--- src/rtl/arp_pkg.sv ---
// Constants and state type shared by the ARP receive and transmit paths.
package arp_pkg;

    localparam logic [15:0] ETH_TYPE_ARP  = 16'h0806;
    localparam logic [15:0] ARP_OP_REQ    = 16'h0001;
    localparam logic [15:0] ARP_OP_REPLY  = 16'h0002;
    localparam logic [7:0]  PREAMBLE_BYTE = 8'h55;
    localparam logic [7:0]  SFD_BYTE      = 8'hD5;

    // htype=Ethernet, ptype=IPv4, hlen=6, plen=4
    localparam logic [47:0] ARP_HDR_FIXED = 48'h0001_0800_06_04;

    typedef enum logic [2:0] {
        ST_IDLE,
        ST_PREAMBLE,
        ST_ETH_HEAD,
        ST_ARP_DATA,
        ST_RX_END
    } arp_rx_state_t;

endpackage

--- src/rtl/arp_rx.sv ---
// GMII receive parser: validates preamble, Ethernet header and ARP payload for this board.
// Latency: arp_rx_done is high the cycle after the edge sampling ARP byte 27 (50th valid byte).
// Backpressure: none; the GMII stream cannot stall, and dv low mid-frame aborts the frame.
module arp_rx
    import arp_pkg::*;
#(
    parameter logic [47:0] BOARD_MAC = 48'h00_11_22_33_44_55,
    parameter logic [31:0] BOARD_IP  = {8'd192, 8'd168, 8'd1, 8'd10}
) (
    input  logic        clk,
    input  logic        rstn,
    input  logic        gmii_rx_dv,
    input  logic [7:0]  gmii_rxd,
    output logic        arp_rx_done,
    output logic        arp_rx_op,
    output logic [47:0] src_mac,
    output logic [31:0] src_ip
);

    arp_rx_state_t state, state_nxt;
    logic [5:0]    cnt, cnt_nxt;
    logic          done_nxt;

    logic [47:0] da_sr;
    logic [7:0]  type_hi;
    logic [63:0] hdr_sr;
    logic [79:0] snd_sr;
    logic [23:0] tip_sr;

    logic        eth_ok;
    logic        arp_ok;
    logic [15:0] opcode;

    assign opcode = hdr_sr[15:0];

    assign eth_ok = ((da_sr == BOARD_MAC) || (da_sr == 48'hFFFF_FFFF_FFFF)) &&
                    ({type_hi, gmii_rxd} == ETH_TYPE_ARP);

    // Target IP's last byte is still on the bus when the decision is made.
    assign arp_ok = (hdr_sr[63:16] == ARP_HDR_FIXED) &&
                    ((opcode == ARP_OP_REQ) || (opcode == ARP_OP_REPLY)) &&
                    ({tip_sr, gmii_rxd} == BOARD_IP);

    always_ff @(posedge clk or negedge rstn) begin
        if (!rstn) begin
            state <= ST_IDLE;
            cnt   <= 6'd0;
        end else begin
            state <= state_nxt;
            cnt   <= cnt_nxt;
        end
    end

    always_comb begin
        state_nxt = state;
        cnt_nxt   = cnt;
        done_nxt  = 1'b0;
        case (state)
            ST_IDLE: begin
                if (gmii_rx_dv && gmii_rxd == PREAMBLE_BYTE) begin
                    state_nxt = ST_PREAMBLE;
                    cnt_nxt   = 6'd1;
                end
            end
            ST_PREAMBLE: begin
                if (!gmii_rx_dv) begin
                    state_nxt = ST_IDLE;
                    cnt_nxt   = 6'd0;
                end else if (cnt < 6'd7) begin
                    if (gmii_rxd == PREAMBLE_BYTE) begin
                        cnt_nxt = cnt + 6'd1;
                    end else begin
                        state_nxt = ST_RX_END;
                        cnt_nxt   = 6'd0;
                    end
                end else begin
                    state_nxt = (gmii_rxd == SFD_BYTE) ? ST_ETH_HEAD : ST_RX_END;
                    cnt_nxt   = 6'd0;
                end
            end
            ST_ETH_HEAD: begin
                if (!gmii_rx_dv) begin
                    state_nxt = ST_IDLE;
                    cnt_nxt   = 6'd0;
                end else if (cnt == 6'd13) begin
                    state_nxt = eth_ok ? ST_ARP_DATA : ST_RX_END;
                    cnt_nxt   = 6'd0;
                end else begin
                    cnt_nxt = cnt + 6'd1;
                end
            end
            ST_ARP_DATA: begin
                if (!gmii_rx_dv) begin
                    state_nxt = ST_IDLE;
                    cnt_nxt   = 6'd0;
                end else if (cnt == 6'd27) begin
                    done_nxt  = arp_ok;
                    state_nxt = ST_RX_END;
                    cnt_nxt   = 6'd0;
                end else begin
                    cnt_nxt = cnt + 6'd1;
                end
            end
            ST_RX_END: begin
                if (!gmii_rx_dv) begin
                    state_nxt = ST_IDLE;
                    cnt_nxt   = 6'd0;
                end
            end
            default: begin
                state_nxt = ST_IDLE;
                cnt_nxt   = 6'd0;
            end
        endcase
    end

    // Field capture: each shift register is fully rewritten by every frame.
    always_ff @(posedge clk or negedge rstn) begin
        if (!rstn) begin
            da_sr   <= 48'd0;
            type_hi <= 8'd0;
            hdr_sr  <= 64'd0;
            snd_sr  <= 80'd0;
            tip_sr  <= 24'd0;
        end else if (gmii_rx_dv) begin
            if (state == ST_ETH_HEAD) begin
                if (cnt < 6'd6) da_sr <= {da_sr[39:0], gmii_rxd};
                if (cnt == 6'd12) type_hi <= gmii_rxd;
            end
            if (state == ST_ARP_DATA) begin
                if (cnt < 6'd8) hdr_sr <= {hdr_sr[55:0], gmii_rxd};
                if (cnt >= 6'd8 && cnt < 6'd18) snd_sr <= {snd_sr[71:0], gmii_rxd};
                if (cnt >= 6'd24 && cnt < 6'd27) tip_sr <= {tip_sr[15:0], gmii_rxd};
            end
        end
    end

    always_ff @(posedge clk or negedge rstn) begin
        if (!rstn) begin
            arp_rx_done <= 1'b0;
            arp_rx_op   <= 1'b0;
            src_mac     <= 48'd0;
            src_ip      <= 32'd0;
        end else begin
            arp_rx_done <= done_nxt;
            if (done_nxt) begin
                arp_rx_op <= (opcode == ARP_OP_REQ);
                src_mac   <= snd_sr[79:32];
                src_ip    <= snd_sr[31:0];
            end
        end
    end

endmodule
--- config.mk ---
export PLATFORM = sky130hd
export DESIGN_NAME = arp_rx
export DESIGN_NICKNAME = d
export VERILOG_FILES = /design/src/rtl/arp_pkg.sv /design/src/rtl/arp_rx.sv
export SDC_FILE = /design/constraint.sdc
export NUM_CORES = 1
export LEC_CHECK = 0
export ABC_AREA = 1
export CORE_MARGIN = 10
export CORE_UTILIZATION = 29
export DETAILED_ROUTE_END_ITERATION = 12
export MAX_ROUTING_LAYER = met4
export SLEW_MARGIN = 20
export SYNTH_ARGS = -nofsm -noshare
export SYNTH_HDL_FRONTEND = slang
export SYNTH_SLANG_ARGS = --single-unit
--- constraint.sdc ---
create_clock -name clk -period 2.5 [get_ports clk]
set_input_delay 0.75 -clock clk [delete_from_list [all_inputs] [get_ports clk]]
set_output_delay 0.75 -clock clk [all_outputs]
set_load 0.03 [all_outputs]
==> results.ini <==
[critical_path]
critPathCaptureType = primary output
critPathBufInv = 1
crit_family = buffers and inverters
crit_required_ns = 1.75
critPathKind = reg -> out
start_kind = register
max_stage_delay_ns = 0.73
crit_chain = clkdlybuf4s50_1
crit_slowest_cell = clkdlybuf4s50_1
cp_max_fo = 2
crit_arrival_ns = 1.65

[cts]
cts_buffer_depth = 3
cts-root-buf = clkbuf_16
cts_tree = done
h-tree-depth = 2
path_clk_slew_ns = 0.06
insertion_delay_ns = 0.51
numCtsBuffers = 35
cts_sinks = 315
cts_setup_buffers = 0

[final_layout]
area_growth_syn_to_layout_pct = 25.1
nets = 1604
fill_cells = 4519
num_antenna_cells = 0
layout_common_cells = nand2_1 (445), dfrtp_1 (315), o21ai_0 (195)
drive_gt1_share_pct = 7.83
layout_commonest_cell = nand2_1

[placed_design]
io_buffers = 92
place_congestion = 0.833
place_ws_ns = -0.170
place_hpwl_um = 19400

[global_route]
grtUsageMet3_pct = 2.64
grt_pass1_vias = 9608
grt_max_degree = 135
grtUsageTotal_pct = 11.0
gr-total-overflow = 0
grt_first_pass_wirelength_um = 48400
grt.busiest_layer = met2
globalRouteMet2Util_pct = 16.6
antenna_found_initial = 0
grt_use_met1_pct = 14.6

[logic_synthesis]
syn_area_um2 = 12900
avgSynthCellArea_um2 = 8.76
synth_fp_nets = 1491
yosysUniqueCellTypes = 26
netlist_instances = 1477
ys_seq_area_share_pct = 60.9
synth_seq_cells = 315
yosysWarnings = 0

[route]
totalWireLength_um = 28500
wl_per_cell_um = 12.9
drt-pass1-iter-count = 4
drt-vias-per-instance = 4.37
routed-via-count = 9623
drt-initial-drc-count = 652
drc = 0
antenna_left = 0

[sta]
relSlewSlack_pct = 64.1
worstMarginPinSlew_ns = 0.531
layout_min_cycle_time_ns = 2.40
finalHoldViolCount = 0
finalCritPeriodShare_pct = 96.1
worst_slack_ns = 0.0968
finalSetupViolCount = 0
timing.fmax_mhz = 416
finalHoldWorstSlack_ns = 0.145
rsz0062_at_grt = no
drv_slew = 0
skew_ns = 0.0118

[floorplan]
die_w_um = 231
rows = 77
die_area_um2 = 53500
initial_core_util_pct = 29.3
core_um2 = 44100
num_io_pins = 93
die_h_um = 231

[status]
status = complete, no violations

[power]
p_leak_nw = 7.74
p_per_area_nw_per_um2 = 670
power_mw = 10.8
ir_worst_vdd_mv = 0.551

[worst_hold_path]
min_path_type = in -> async

[flow_run]
maxCapViolations = 0

-- cell usage after synthesis --
cell / n / area share, %
nand2_1: 445 / 13
dfrtp_1: 315 / 61
o21ai_0: 195 / 7.5
inv_1: 187 / 5.4
nand3_1: 96 / 3.7
nor2_1: 79 / 2.3
buf_2: 36 / 1.4
clkbuf_1: 34 / 0.99
a21oi_1: 23 / 0.89
nand4_1: 17 / 0.82
mux2_2: 13 / 1.1
nor3_1: 12 / 0.46
nor4_1: 7 / 0.34
ha_1: 3 / 0.29
nor2_2: 2 / 0.097
o21a_1: 2 / 0.12
o21ai_1: 2 / 0.077
a211oi_2: 1 / 0.097
inv_2: 1 / 0.029
nand2_2: 1 / 0.048
nor2_4: 1 / 0.087
nor3_2: 1 / 0.077
nor3b_1: 1 / 0.058
o211ai_1: 1 / 0.058
o31ai_1: 1 / 0.058
o41ai_1: 1 / 0.068
-- stage by stage --
step | std cells | TNS [ns] | util [%] | area [µm²]
2_1_floorplan | 1477 | 0 | - | 12900
3_3_place_gp | 2145 | -9.19 | 34.0 | 15000
3_5_place_dp | 2145 | -11.02 | 34.0 | 15000
4_1_cts | 2202 | 0 | 36.7 | 16200
5_1_grt | 2202 | 0 | 36.7 | 16200
6_report | 2202 | 0 | 36.7 | 16200
-- worst paths after layout --
| kind | start | to | slack [ns] | depth (start not counted) |
|---|---|---|---|---|
| worst max-delay path | src_ip[6]$_DFFE_PN0P_ | src_ip[6] | 0.1 | 1 |
| worst min-delay path | rstn | state[0]$_DFFE_PN0P_ | 0.14 | 1 |
| worst max register to register | cnt[5]$_DFFE_PN0P_ | da_sr[25]$_DFFE_PN0P_ | 0.42 | 6 |
| worst min register to register | src_mac[26]$_DFFE_PN0P_ | src_mac[26]$_DFFE_PN0P_ | 0.47 | 2 |
| max in group asynchronous | rstn | snd_sr[78]$_DFFE_PN0P_ | 1.59 | 2 |
| min in group clk | src_mac[26]$_DFFE_PN0P_ | src_mac[26]$_DFFE_PN0P_ | 0.47 | 2 |
-- sequential cells by signal (all words and copies together), names as in the netlist --
register	flops
snd_sr	80
hdr_sr	64
type_hi	8
src_ip	32
tip_sr	24
cnt	6
arp_rx_done	1
src_mac	48
arp_rx_op	1
da_sr	48
state	3
-- kinds of logic after synthesis --
kind of cell	Yosys count	share of synthesized area, %
multiplexers	13	1.13
AND/OR/NAND/NOR	662	20.9
adder cells (fa/ha/maj)	3	0.290
flip-flops	315	60.9
AO/OA/AOI/OAI	226	8.91
buffers and inverters	258	7.83
-- repair_timing --
action / 4_1_cts / 5_1_grt
resized for setup: 0 / 2
endpoints found under the setup margin: 0 / 2
hold buffers: 0 / 0
-- report_power, final --
part,total [mW],switching [mW],internal (mW)
clock,5.30,2.01,3.29
combinational,0.400,0.270,0.130
sequential,5.14,0.0211,5.12
total,10.8,2.30,8.54
-- area by class of cell --
class / instances / area (µm²) / share of cell area [%]
sequential: 315 / 7880 / 48.7
tap: 592 / 741 / 4.58
inverter: 188 / 706 / 4.36
clock buffer: 51 / 1040 / 6.42
timing repair buffer: 146 / 1600 / 9.88
clock inverter: 6 / 140 / 0.866
multi-input combinational: 904 / 4080 / 25.2
-- routing by layer --
metal  part of all wire (%)  vias to the layer above
li1                       -                     4892
met1                     49                     4535
met2                     44                      165
met3                    5.3                       31
met4                    1.4                        0
met5                      0                        -
(Power assumes the default switching activity.)
